--- config.mk ---
export PLATFORM = sky130hd
export DESIGN_NAME = hazard_forward_unit
export DESIGN_NICKNAME = d
export VERILOG_FILES = /design/src/rtl/hazard_forward_unit.sv
export SDC_FILE = /design/constraint.sdc
export NUM_CORES = 1
export LEC_CHECK = 0
export ABC_AREA = 1
export BUFFER_PORTS_ARGS = -buffer_cell sky130_fd_sc_hd__buf_2
export CORE_ASPECT_RATIO = 0.6
export CORE_UTILIZATION = 52
export CTS_BUF_LIST = sky130_fd_sc_hd__clkbuf_8
export DETAILED_ROUTE_END_ITERATION = 10
export GPL_TIMING_DRIVEN = 0
export PLACE_DENSITY = 0.76
export SYNTH_ARGS = -nofsm -noshare
export SYNTH_HDL_FRONTEND = slang
export SYNTH_SLANG_ARGS = --single-unit
--- constraint.sdc ---
create_clock -name clk -period 1.4 [get_ports clk]
set_input_delay 0.07 -clock clk [delete_from_list [all_inputs] [get_ports clk]]
set_output_delay 0.07 -clock clk [all_outputs]
set_load 0.03 [all_outputs]
--- src/rtl/hazard_forward_unit.sv ---
// ---------------------------------------------------------------------------
// hazard_forward_unit
//
// Hazard and forwarding control for the pipelined CPU. A small shadow
// pipeline (ex -> mem -> wb) tracks which registers are about to be written.
// From it the unit produces:
//   - registered EX-operand forwarding selects;
//   - a combinational load-use stall;
//   - a combinational, multi-cycle flush after a taken branch or jump;
//   - saturating stall/flush cycle counters for performance debug.
//
// Parameters
//   REG_ADDR_W   register address width (2**REG_ADDR_W registers)
//   FLUSH_CYCLES flush length per taken branch, 1..3
//   ZERO_REG_EN  1: register 0 is hardwired and never forwards or stalls
//   CNT_W        width of the performance counters
//
// Ports
//   clk, reset_n                   clock, asynchronous active-low reset
//   id_valid                       valid instruction in ID
//   id_rs1, id_rs2                 ID source registers
//   id_use_rs1, id_use_rs2         ID instruction really reads rs1 / rs2
//   id_rd, id_reg_write            ID destination and write enable
//   id_mem_read                    ID instruction is a load
//   branch_taken                   EX resolved a taken branch/jump
//   forward_a, forward_b           EX operand select (0 RF, 1 MEM/WB, 2 EX/MEM)
//   stall                          hold PC + IF/ID, bubble into ID/EX
//   flush                          squash IF/ID and ID/EX
//   stall_cnt, flush_cnt           saturating cycle counters
// ---------------------------------------------------------------------------
module hazard_forward_unit #(
    parameter int REG_ADDR_W   = 2,
    parameter int FLUSH_CYCLES = 1,
    parameter bit ZERO_REG_EN  = 1'b0,
    parameter int CNT_W        = 16
) (
    input  logic                  clk,
    input  logic                  reset_n,
    input  logic                  id_valid,
    input  logic [REG_ADDR_W-1:0] id_rs1,
    input  logic [REG_ADDR_W-1:0] id_rs2,
    input  logic                  id_use_rs1,
    input  logic                  id_use_rs2,
    input  logic [REG_ADDR_W-1:0] id_rd,
    input  logic                  id_reg_write,
    input  logic                  id_mem_read,
    input  logic                  branch_taken,
    output logic [1:0]            forward_a,
    output logic [1:0]            forward_b,
    output logic                  stall,
    output logic                  flush,
    output logic [CNT_W-1:0]      stall_cnt,
    output logic [CNT_W-1:0]      flush_cnt
);

    // Operand select encoding seen by the EX muxes.
    typedef enum logic [1:0] {
        FWD_RF = 2'd0,
        FWD_WB = 2'd1,
        FWD_EX = 2'd2
    } fwdSel_e;

    typedef enum logic {
        ST_RUN   = 1'b0,
        ST_FLUSH = 1'b1
    } state_e;

    // The load flag only matters while the producer sits in EX (that is the
    // only place a load-use stall can be detected), so the later stages
    // carry just the write information.
    typedef struct packed {
        logic                  valid;
        logic [REG_ADDR_W-1:0] rd;
        logic                  regWrite;
        logic                  memRead;
    } exStage_t;

    typedef struct packed {
        logic                  valid;
        logic [REG_ADDR_W-1:0] rd;
        logic                  regWrite;
    } lateStage_t;

    // The branch cycle itself is the first flush cycle; the FLUSH state
    // covers the remaining FLUSH_CYCLES-1 cycles, counting down to zero.
    localparam int          FLUSH_LOAD_I = (FLUSH_CYCLES > 1) ? (FLUSH_CYCLES - 2) : 0;
    localparam logic [1:0]  FLUSH_LOAD   = FLUSH_LOAD_I[1:0];
    localparam logic [CNT_W-1:0] CNT_ONE = {{(CNT_W-1){1'b0}}, 1'b1};
    localparam logic [CNT_W-1:0] CNT_MAX = {CNT_W{1'b1}};

    exStage_t   ex_q,  ex_d;
    lateStage_t mem_q, wb_q;

    logic [1:0] forwardA_q, forwardA_d;
    logic [1:0] forwardB_q, forwardB_d;

    state_e     state_q, state_d;
    logic [1:0] flushCtr_q, flushCtr_d;

    logic [CNT_W-1:0] stallCnt_q, stallCnt_d;
    logic [CNT_W-1:0] flushCnt_q, flushCnt_d;

    logic exMatchA, exMatchB;
    logic memMatchA, memMatchB;
    logic wbMatchA, wbMatchB;
    logic loadUse;
    logic advance;
    logic [1:0] selA, selB;

    // A stage matches a source when it will really write that register and
    // the source is really read; a hardwired r0 never matches.
    function automatic logic stageMatch(
        input logic                  valid,
        input logic                  regWrite,
        input logic [REG_ADDR_W-1:0] rd,
        input logic [REG_ADDR_W-1:0] src,
        input logic                  used
    );
        return valid && regWrite && (rd == src) && used &&
               !(ZERO_REG_EN && (src == '0));
    endfunction

    // The youngest producer wins. A wb-stage hit still reads the register
    // file, because the file is write-through.
    function automatic logic [1:0] pickForward(
        input logic exHit,
        input logic memHit,
        input logic wbHit
    );
        logic [1:0] sel;
        sel = FWD_RF;
        if (exHit) begin
            sel = FWD_EX;
        end else if (memHit) begin
            sel = FWD_WB;
        end else if (wbHit) begin
            sel = FWD_RF;
        end
        return sel;
    endfunction

    always_comb begin
        exMatchA  = stageMatch(ex_q.valid,  ex_q.regWrite,  ex_q.rd,  id_rs1, id_use_rs1);
        exMatchB  = stageMatch(ex_q.valid,  ex_q.regWrite,  ex_q.rd,  id_rs2, id_use_rs2);
        memMatchA = stageMatch(mem_q.valid, mem_q.regWrite, mem_q.rd, id_rs1, id_use_rs1);
        memMatchB = stageMatch(mem_q.valid, mem_q.regWrite, mem_q.rd, id_rs2, id_use_rs2);
        wbMatchA  = stageMatch(wb_q.valid,  wb_q.regWrite,  wb_q.rd,  id_rs1, id_use_rs1);
        wbMatchB  = stageMatch(wb_q.valid,  wb_q.regWrite,  wb_q.rd,  id_rs2, id_use_rs2);

        loadUse = (exMatchA || exMatchB) && ex_q.memRead;

        selA = pickForward(exMatchA, memMatchA, wbMatchA);
        selB = pickForward(exMatchB, memMatchB, wbMatchB);
    end

    // Flush FSM plus stall/flush generation. During FLUSH the pending branch
    // is itself being squashed, so branch_taken is ignored and no stall is
    // raised; a branch in RUN likewise overrides any load-use stall.
    always_comb begin
        state_d    = state_q;
        flushCtr_d = flushCtr_q;
        stall      = 1'b0;
        flush      = 1'b0;

        case (state_q)
            ST_RUN: begin
                flush = branch_taken;
                stall = loadUse && !branch_taken;
                if (branch_taken && (FLUSH_CYCLES > 1)) begin
                    state_d    = ST_FLUSH;
                    flushCtr_d = FLUSH_LOAD;
                end
            end
            ST_FLUSH: begin
                flush = 1'b1;
                if (flushCtr_q == 2'd0) begin
                    state_d = ST_RUN;
                end else begin
                    flushCtr_d = flushCtr_q - 2'd1;
                end
            end
            default: begin
                state_d    = ST_RUN;
                flushCtr_d = 2'd0;
            end
        endcase
    end

    // Shadow pipeline and forward latch: the ID instruction only moves into
    // EX when neither stalled nor flushed; otherwise a bubble goes in and the
    // operand selects fall back to the register file.
    always_comb begin
        advance = !stall && !flush;

        ex_d          = '0;
        if (id_valid && advance) begin
            ex_d.valid    = 1'b1;
            ex_d.rd       = id_rd;
            ex_d.regWrite = id_reg_write;
            ex_d.memRead  = id_mem_read;
        end

        forwardA_d = FWD_RF;
        forwardB_d = FWD_RF;
        if (advance) begin
            forwardA_d = selA;
            forwardB_d = selB;
        end
    end

    // Performance counters stick at all-ones instead of wrapping.
    always_comb begin
        stallCnt_d = stallCnt_q;
        flushCnt_d = flushCnt_q;
        if (stall && (stallCnt_q != CNT_MAX)) begin
            stallCnt_d = stallCnt_q + CNT_ONE;
        end
        if (flush && (flushCnt_q != CNT_MAX)) begin
            flushCnt_d = flushCnt_q + CNT_ONE;
        end
    end

    // All state, including an in-progress flush, is dropped on reset.
    always_ff @(posedge clk or negedge reset_n) begin
        if (!reset_n) begin
            ex_q       <= '0;
            mem_q      <= '0;
            wb_q       <= '0;
            forwardA_q <= FWD_RF;
            forwardB_q <= FWD_RF;
            state_q    <= ST_RUN;
            flushCtr_q <= 2'd0;
            stallCnt_q <= '0;
            flushCnt_q <= '0;
        end else begin
            ex_q       <= ex_d;
            mem_q      <= '{valid: ex_q.valid, rd: ex_q.rd, regWrite: ex_q.regWrite};
            wb_q       <= mem_q;
            forwardA_q <= forwardA_d;
            forwardB_q <= forwardB_d;
            state_q    <= state_d;
            flushCtr_q <= flushCtr_d;
            stallCnt_q <= stallCnt_d;
            flushCnt_q <= flushCnt_d;
        end
    end

    assign forward_a = forwardA_q;
    assign forward_b = forwardB_q;
    assign stall_cnt = stallCnt_q;
    assign flush_cnt = flushCnt_q;

endmodule

# Word level (Yosys, flattened, before mapping)
# Index checks and enable logic that the tools add are counted.
# classes
n_reduce_logical	22
mul	0
addsub	3
bitwise	2
eq_ne	6
mux	11
n_shift	0
order_cmp	0
div_mod_pow	0
# op_table
operator	count
adder 16 x 1 -> 16 bit (second input constant)	2
inequality test 16 bit (second input constant)	2
logical AND 1 bit	16
== test 2 bit	4
2-to-1 mux 2 bit	4
2-to-1 mux 1 bit	5
2-to-1 mux 5 bit	1
zero test 1 bit	3
zero test 2 bit	1
inverter 1 bit	2
case mux 1 bit (2 select lines)	1
AND reduction 2 bit	1
subtractor 2 x 1 -> 2 bit (second input constant)	1
logical OR 1 bit	1
# totals
latchBits	0
ff_bits	48
elab_cells	57
ram_bits	0
mem_count	0
mem_bits_ro	0

# Logic depth before layout (Yosys ltp)
# Gate-level depths: netlist of the first run.
# depth
ltp_word	11
mapped_depth	11

# Least setup slack after synthesis of the first run
# Ideal clock, no wire load.
# synth_path
path_kind	flip-flop to flip-flop
startpoint	register flushCnt_q[0] (netlist: flush_cnt[0])
endpoint	register flushCnt_q[9] (netlist: flush_cnt[9])
setup_slack_ps	-368
setup_ps	117
arrival_time_ps	1650
n_path_buf	1
synth_period_minus_slack_ps	1768
stages_incl_launch_ff	12
path_cell_list	dfrtp_1 -> ha_1 -> inv_1 -> nor2_4 -> inv_2 -> nor2_4 -> nand3_4 -> nand2_8 -> inv_4 -> buf_6 -> nand2_1 -> nand2_1
# synth_between
elab_chain_len	2
elab_cells_between_ends	3
classes_between	add/sub (1); eq/ne (1); reduce/logical (1)
# synth_rtl
element	line_no	source
start: declaration	101	logic [CNT_W-1:0] flushCnt_q, flushCnt_d;
start signal: assignment	244	flushCnt_q <= flushCnt_d;
branches (longest 2 deep; another with adder 16 x 1 -> 16 bit)	--	
# Parallel ways; which one is timed is not known.
# A chain may end at the register's enable or synchronous reset.

# Worst setup path after layout of the first run
# layout_path
startpoint	register flushCnt_q[6] (netlist: flush_cnt[6])
endpoint	register flushCnt_q[1] (netlist: flush_cnt[1])
# layout_between
elab_chain_len	2
# layout_rtl
element	line_no	source
inequality test 16 bit	218	if (flush && (flushCnt_q != CNT_MAX)) begin
logical AND 1 bit	218	
# Every way passes these cells.

==> results of run 1 <==
==> final cells by class <==
class	count	area, µm²	share of cell area (%)
inverters	52	208	5.47
clock buffers	5	68.8	1.81
multi-input cells	249	1460	38.6
clock inverters	3	42.5	1.12
plain buffers	5	63.8	1.68
repair buffers	96	643	16.9
well taps	63	78.8	2.08
flip-flops and latches	48	1230	32.3
==> power breakdown <==
part / leakage, nW / internal (W) / switching (W)
Clock: 0.0541 / 0.000529 / 0.000487
Sequential: 0.625 / 0.00148 / 0.000108
Combinational: 1.16 / 0.000319 / 0.000456
==> synth_stat cells, types with 3 or more instances <==
master	instances	area (µm²)
o21ai_0	17	85.1
nand3_1	21	105
ha_1	3	37.5
xnor2_1	15	131
nor3_1	8	40.0
nor2_1	32	120
nand2_1	119	447
nand4_1	15	93.8
a21oi_1	5	25.0
xor2_1	6	52.6
dfrtp_1	48	1200
inv_1	50	188
==> logic make-up after synthesis <==
family | count (synthesis) | synth area share [%]
xor+xnor | 21 | 6.87
simple gates | 203 | 33.8
flops | 48 | 44.9
buf+inv | 57 | 8.98
fa+ha+maj | 3 | 1.40
compound gates | 22 | 4.11
==> path summary, 6_finish.rpt <==
kind                               from             to  slack [ns]
setup / recovery           flush_cnt[6]   flush_cnt[1]       -0.16
hold / removal                 id_valid        ex_q[1]        0.08
setup reg to reg           flush_cnt[6]   flush_cnt[1]       -0.16
hold reg to reg                 ex_q[4]       mem_q[3]        0.38
max in group asynchronous       reset_n   flush_cnt[2]        0.56
min in group asynchronous       reset_n  stall_cnt[13]        0.35
==> per-layer routing <==
| metal | up-vias | share of wire (%) |
|---|---|---|
| met4 | 0 | 1.6 |
| met3 | 18 | 8.8 |
| met2 | 127 | 45 |
| li1 | 1319 | - |
| met5 | - | 0 |
| met1 | 1310 | 45 |
==> flip-flops by register name (all words and copies together), names as in the netlist <==
signal	flops
mem_q	4
flushCtr_q	2
stall_cnt	16
forward_b	2
state_q	1
ex_q	5
forward_a	2
flush_cnt	16
==> repair_timing <==
item / 4_1_cts / 5_1_grt
pin swaps: 9 / 13
setup endpoints to repair: 39 / 78
gates cloned: 3 / 1
resized for setup: 26 / 47
hold buffers: 5 / 0
endpoints found under the hold margin: 22 / 0
buffers inserted: 22 / 15
==> per-stage QoR <==
step / instances / setup slack, ns / TNS [ns]
after floorplan: 354 / -0.148 / -1.99
after global placement: 468 / -0.159 / -2.96
after detailed placement: 468 / -0.185 / -3.90
after CTS: 506 / -0.125 / -2.53
after global routing: 521 / -0.204 / -5.60
final: 521 / -0.157 / -3.06
==> worst max-delay path: cells and delay by family, from the launching register on <==
kind                   cells  cell delay [ns]
AND/OR/NAND/NOR            6             0.81
flip-flops                 1             0.43
buffers and inverters      2             0.20
==> results.cfg, run 1 <==
[run_status]
violations = negative setup slack
status = finished, violations left

[worst_setup_path]
crit_type = register to register
r2r_cells = 8
cpMostUsedCell = nand2_1
critPathMaxStageDelay_ns = 0.43
worst-path-max-fanout = 6
crit_slowest_cell = dfrtp_2
path_cells = nand4_1 -> nor2_4 -> nand3_4 -> nand2_8 -> inv_8 -> clkbuf_16 -> nand2_1 -> nand2_1
arrival_ns = 1.75
end_kind = register
start_kind = register
required_ns = 1.59

[grt]
grt_use_total_pct = 28.1
grt_pass1_vias = 2386
grtUsageMet2_pct = 42.1
grt_overflow_total = 0
met3_usage_pct = 5.87
grt_pass1_wl_um = 11600
grt_max_degree = 49
gr-usage-met1_pct = 42.5
top_usage_layer = met1
antenna_found_initial = 0

[timing]
hold_ws_ns = 0.0827
rsz0062_at_grt = true
period_share_pct = 111
timing.final.ws_setup_ns = -0.157
maxSlewViolCount = 0
tightestPinTransition_ns = 0.655
final_hold_viol_count = 0
skew_ns = 0.00981
period_needed_ns = 1.56
fmax_mhz = 642
maxSlewHeadroom_pct = 56.3
setup_viol_count_final = 33

[die]
core_area_um2 = 4750
die_w_um = 94.6
die_h_um = 57.6
io_pins = 52
die_area_um2 = 5450
rows = 19
start_util_pct = 56.3

[cells_and_area]
diodes = 0
nets = 474
finish.utilization_pct = 79.8
final_common_cell = nand2_1
stdcell_area_um2 = 3800
fillers = 310
drive_gt1_share_pct = 41.3
final_cell_mix = nand2_1, buf_2, inv_1
syn2layout_area_growth_pct = 41.8

[clocking]
cts-root-buf = clkbuf_8
cts.path.max_buffers = 2
clk_latency_ns = 0.31
h-tree-depth = 2
cts.sinks = 48
clk_pin_slew_ns = 0.08
cts_tree = done
cts_made_buffers = 5

[yosys]
syn_inst = 354
synth_edf_count = 0
ys_ff_latch = 48
synth_top_flop_cell = dfrtp_1
synth_cell_type_count = 23
syn_nets = 371
synth_seq_area_share_pct = 44.9
synthArstFlopShare_pct = 100
syn_avg_cell_area_um2 = 7.56
ys_warn_count = 0
synthesis.area_um2 = 2680

[placed_design]
dp_hpwl_um = 4820
routabilityCongestion = 0.929
io_buffers = 51
place_area_um2 = 3090

[route]
via_count = 2774
drc_errors = 0
routedWlPerCell_um = 15.2
drt_first_iter_violations = 223
viasPerCell = 5.32
wirelength_um = 7920
dr.pass1.iters = 5
final_antenna_net_count = 0

[power_and_ir_drop]
leakage_nw = 1.84
power_w = 0.00338
p_per_area_nw_per_um2 = 890
ir_worst_vdd_v = 0.00108

[job]
maxCapViolations = 0

[hold_path]
hp-class = input port to register
min_delay_path_depth = 3
No activity file was read; power rests on OpenSTA's default activity.
==> inputs of run 2 (changes only) <==
--- a/config.mk
+++ b/config.mk
@@ -13,6 +13,8 @@
 export DETAILED_ROUTE_END_ITERATION = 10
 export GPL_TIMING_DRIVEN = 0
 export PLACE_DENSITY = 0.76
+export RECOVER_POWER = 25
+export SLEW_MARGIN = 20
 export SYNTH_ARGS = -nofsm -noshare
 export SYNTH_HDL_FRONTEND = slang
 export SYNTH_SLANG_ARGS = --single-unit
==> results.cfg, run 2 (synthesis results as in run 1) <==
[worst_setup_path]
required_ns = 1.59
reg2reg_slack_ns = -0.16
critPathMaxStageDelay_ns = 0.43
crit_slowest_cell = dfrtp_2
path_cells = nand4_1 -> nor2_4 -> nand3_4 -> nand2_8 -> inv_8 -> clkbuf_16 -> nand2_1 -> nand2_1
cp-endpoint = flush_cnt[1]
crit_type = register to register
worst-path-max-fanout = 6
r2r_cells = 8
start_kind = register
r2r-end = flush_cnt[1]
r2r_start = flush_cnt[6]
arrival_ns = 1.75
end_kind = register
crit_start = flush_cnt[6]
cpMostUsedCell = nand2_1

[cells_and_area]
stdcell_area_um2 = 3800
fillers = 310
multi_input_area_um2 = 1460
regArea_um2 = 1230
nets = 474
syn2layout_area_growth_pct = 41.8
final_cell_mix = nand2_1, buf_2, inv_1
diodes = 0
drive_gt1_share_pct = 41.3
final_common_cell = nand2_1

[job]
maxCapViolations = 0

[die]
rows = 19
core_area_um2 = 4750
io_pins = 52
start_util_pct = 56.3
die_h_um = 57.6
die_area_um2 = 5450
die_w_um = 94.6

[timing]
period_share_pct = 111
maxSlewViolCount = 0
timing.final.ws_setup_ns = -0.157
tightestPinTransition_ns = 0.604
skew_ns = 0.00981
setup_viol_count_final = 33
rsz0062_at_grt = true
final_hold_viol_count = 0
period_needed_ns = 1.56
finalSetupTns_ns = -3.04
fmax_mhz = 642
maxSlewHeadroom_pct = 59.7
hold_ws_ns = 0.0823

[route]
via_count = 2765
wirelength_um = 7920
drc_errors = 0
viasPerCell = 5.31
final_antenna_net_count = 0
drt_first_iter_violations = 223
dr.pass1.iters = 4
routedWlPerCell_um = 15.2

[hold_path]
worstHoldStart = id_valid
hp-class = input port to register

[clocking]
cts.sinks = 48
h-tree-depth = 2
cts_made_buffers = 5
cts-root-buf = clkbuf_8
clk_pin_slew_ns = 0.08
clk_latency_ns = 0.31
cts_tree = done
cts.path.max_buffers = 2

[power_and_ir_drop]
leakage_nw = 1.84
ir_worst_vdd_v = 0.00108
p_per_area_nw_per_um2 = 889

[grt]
grt_max_degree = 49
grt_pass1_vias = 2386
grt_pass1_wl_um = 11600
grt_use_total_pct = 28.1
grt_overflow_total = 0
antenna_found_initial = 0

[run_status]
status = finished, violations left
violations = negative setup slack

[placed_design]
io_buffers = 51
place_area_um2 = 3090
routabilityCongestion = 0.929
dp_hpwl_um = 4820
[run 2: cell count changes in the layout (fill, tap and decap cells not counted), sizes merged]
cell,delta
buf,+1
clkbuf,-1
[run 2: metrics by stage]
| stage | worst slack (ns) | instances | total power, W | util (%) |
|---|---|---|---|---|
| 2_1_floorplan | -0.148 | 354 | 0.00200 | - |
| 3_3_place_gp | -0.159 | 468 | 0.00217 | 65.1 |
| 3_5_place_dp | -0.185 | 468 | 0.00219 | 65.1 |
| 4_1_cts | -0.125 | 506 | 0.00328 | 74.0 |
| 5_1_grt | -0.204 | 521 | 0.00351 | 79.8 |
| 6_report | -0.157 | 521 | 0.00338 | 79.8 |
[run 2: layout make-up]
| type | count | share of cell area [%] |
|---|---|---|
| Multi-Input combinational cell | 249 | 38.6 |
| Sequential cell | 48 | 32.3 |
| Buffer | 5 | 1.68 |
| Timing Repair Buffer | 96 | 16.9 |
| Clock buffer | 5 | 1.81 |
| Tap cell | 63 | 2.08 |
| Inverter | 52 | 5.47 |
| Clock inverter | 3 | 1.12 |
[run 2: where the power goes]
part	internal, W	switching (W)	total, W
Clock	0.000529	0.000485	0.00101
Combinational	0.000319	0.000456	0.000775
Sequential	0.00148	0.000108	0.00159
Total	0.00233	0.00105	0.00338
[run 2: worst min-delay path by stage]
stage / end / slack, ns / cells past startpoint
floorplan: ex_q[0] / -0.23 / 0
global placement: ex_q[1] / 0.28 / 3
detailed placement: ex_q[1] / 0.28 / 3
CTS: forward_b[1] / 0.06 / 4
global route: ex_q[0] / 0.1 / 3
finish: ex_q[1] / 0.08 / 3
[run 2: per-layer routing]
| layer | share of wire, % | global-route usage (%) | up-vias |
|---|---|---|---|
| met3 | 8.4 | 5.87 | 16 |
| met5 | 0 | 0 | - |
| met4 | 1.6 | 4.76 | 0 |
| met2 | 45 | 42.1 | 126 |
| li1 | - | - | 1319 |
| met1 | 45 | 42.5 | 1304 |
[run 2: what timing repair did]
item / 4_1_cts / 5_1_grt
gates cloned: 3 / 1
endpoints found under the setup margin: 39 / 42
hold buffers: 5 / 0
hold endpoints to repair: 22 / 0
gates resized for setup: 26 / 46
buffers inserted: 22 / 15
pin swaps: 9 / 13
[run 2: worst max-delay path, delay by kind of cell (launching register included)]
family | cells | cell delay, ns
buf+inv | 2 | 0.20
flops | 1 | 0.43
simple gates | 6 | 0.81
==> inputs of run 3 (changes only) <==
--- a/config.mk
+++ b/config.mk
@@ -8,11 +8,11 @@
 export ABC_AREA = 1
 export BUFFER_PORTS_ARGS = -buffer_cell sky130_fd_sc_hd__buf_2
 export CORE_ASPECT_RATIO = 0.6
-export CORE_UTILIZATION = 52
+export CORE_UTILIZATION = 60
 export CTS_BUF_LIST = sky130_fd_sc_hd__clkbuf_8
 export DETAILED_ROUTE_END_ITERATION = 10
 export GPL_TIMING_DRIVEN = 0
-export PLACE_DENSITY = 0.76
+export PLACE_DENSITY = 0.83
 export RECOVER_POWER = 25
 export SLEW_MARGIN = 20
 export SYNTH_ARGS = -nofsm -noshare
==> constraint.sdc (replaced) <==
create_clock -name clk -period 1.9 [get_ports clk]
set_input_delay 0.095 -clock clk [delete_from_list [all_inputs] [get_ports clk]]
set_output_delay 0.095 -clock clk [all_outputs]
set_load 0.03 [all_outputs]
==> results.cfg, run 3 (synthesis results as in run 1) <==
[timing]
finalSetupTns_ns = 0
maxSlewHeadroom_pct = 22.6
setup_viol_count_final = 0
period_needed_ns = 1.74
skew_ns = 0.00483
fmax_mhz = 573
final_hold_viol_count = 0
maxSlewViolCount = 0
timing.final.ws_setup_ns = 0.156
period_share_pct = 91.8
tightestPinTransition_ns = 1.16
rsz0062_at_grt = false

[placed_design]
dp_hpwl_um = 4410
place_area_um2 = 3010
io_buffers = 51
routabilityCongestion = 0.914
place_inst = 465
place_ws_ns = 0.0745

[route]
drt_first_iter_violations = 172
wirelength_um = 6210
dr.pass1.iters = 6
routedWlPerCell_um = 12.9
via_count = 2470
viasPerCell = 5.15
final_antenna_net_count = 0
drc_errors = 0

[die]
die_area_um2 = 4740
io_pins = 52
start_util_pct = 63.9
die_h_um = 53.7
die_w_um = 88.2
rows = 18
core_area_um2 = 4190

[clocking]
cts_made_buffers = 5
cts_tree = done
h-tree-depth = 2
cts-root-buf = clkbuf_8
cts.sinks = 48
clk_latency_ns = 0.30
cts.path.max_buffers = 2
clk_pin_slew_ns = 0.09

[grt]
grt_use_total_pct = 28.9
grt_overflow_total = 0
grt_pass1_wl_um = 10100
grt_max_degree = 49
antenna_found_initial = 0
grt_pass1_vias = 2122

[worst_setup_path]
required_ns = 1.80
arrival_ns = 1.65
crit_type = register to primary output
worst-path-max-fanout = 5
start_kind = register
r2r_cells = 7
end_kind = primary output

[cells_and_area]
nets = 436
diodes = 0
fin_cells = 480
stdcell_area_um2 = 3200
final_common_cell = nand2_1
final_cell_mix = nand2_1, buf_2, inv_1
syn2layout_area_growth_pct = 19.6
drive_gt1_share_pct = 18.3

[power_and_ir_drop]
leakage_nw = 1.62
p_per_area_nw_per_um2 = 733
ir_worst_vdd_v = 0.000772
power_w = 0.00235

[hold_path]
min_delay_path_depth = 4
hp-class = input port to register

[job]
maxCapViolations = 0

[run_status]
status = finished, final reports clean
[run 3: worst max-delay path: stages, from the launching register on]
cell and delay, ns:
dfrtp_1 0.39, nor2_1 0.34, nand2_1 0.13, a21oi_1 0.25
buf_2 0.25
[run 3: repair_timing]
action / CTS / global route
endpoints found under the setup margin: 0 / 19
endpoints found under the hold margin: 10 / 1
gates resized for setup: 0 / 4
setup buffers: 0 / 2
hold buffers: 4 / 1
[run 3: metrics by stage]
| step | util [%] | hold WS [ns] |
|---|---|---|
| 2_1_floorplan | - | -0.201 |
| 3_3_place_gp | 71.8 | 0.320 |
| 3_5_place_dp | 71.8 | 0.324 |
| 4_1_cts | 75.6 | 0.00695 |
| 5_1_grt | 76.4 | 0.154 |
| 6_report | 76.4 | 0.128 |
[run 3: power breakdown]
| group | switching, W | leakage [nW] | internal (W) |
|---|---|---|---|
| clock | 0.000349 | 0.0614 | 0.000430 |
| sequential | 0.0000759 | 0.656 | 0.00108 |
| combinational | 0.000262 | 0.900 | 0.000151 |
| total | 0.000687 | 1.62 | 0.00166 |
[run 3: layout make-up]
class                   instances  area (µm²)
flip-flops and latches         48        1200
well taps                      60        75.1
inverters                      52         198
repair buffers                 58         320
plain buffers                   5        45.0
clock buffers                   6        82.6
multi-input cells             249        1240
clock inverters                 2        38.8
fillers                       323         987
[run 3: routing by layer]
layer	up-vias	wire length [µm]	global-route usage, %
met4	0	63	8.60
li1	1238	-	-
met2	111	2620	41.9
met3	12	513	5.52
met1	1109	3000	43.8
met5	-	0	0
[run 3: final timing paths]
path / start / to / slack [ns]
setup / recovery: state_q / stall / 0.16
hold / removal: id_rs2[1] / forward_b[0] / 0.13
setup reg to reg: stall_cnt[0] / stall_cnt[14] / 0.17
hold reg to reg: ex_q[1] / mem_q[0] / 0.38
max in group asynchronous: reset_n / stall_cnt[0] / 0.58
min in group asynchronous: reset_n / mem_q[3] / 0.55
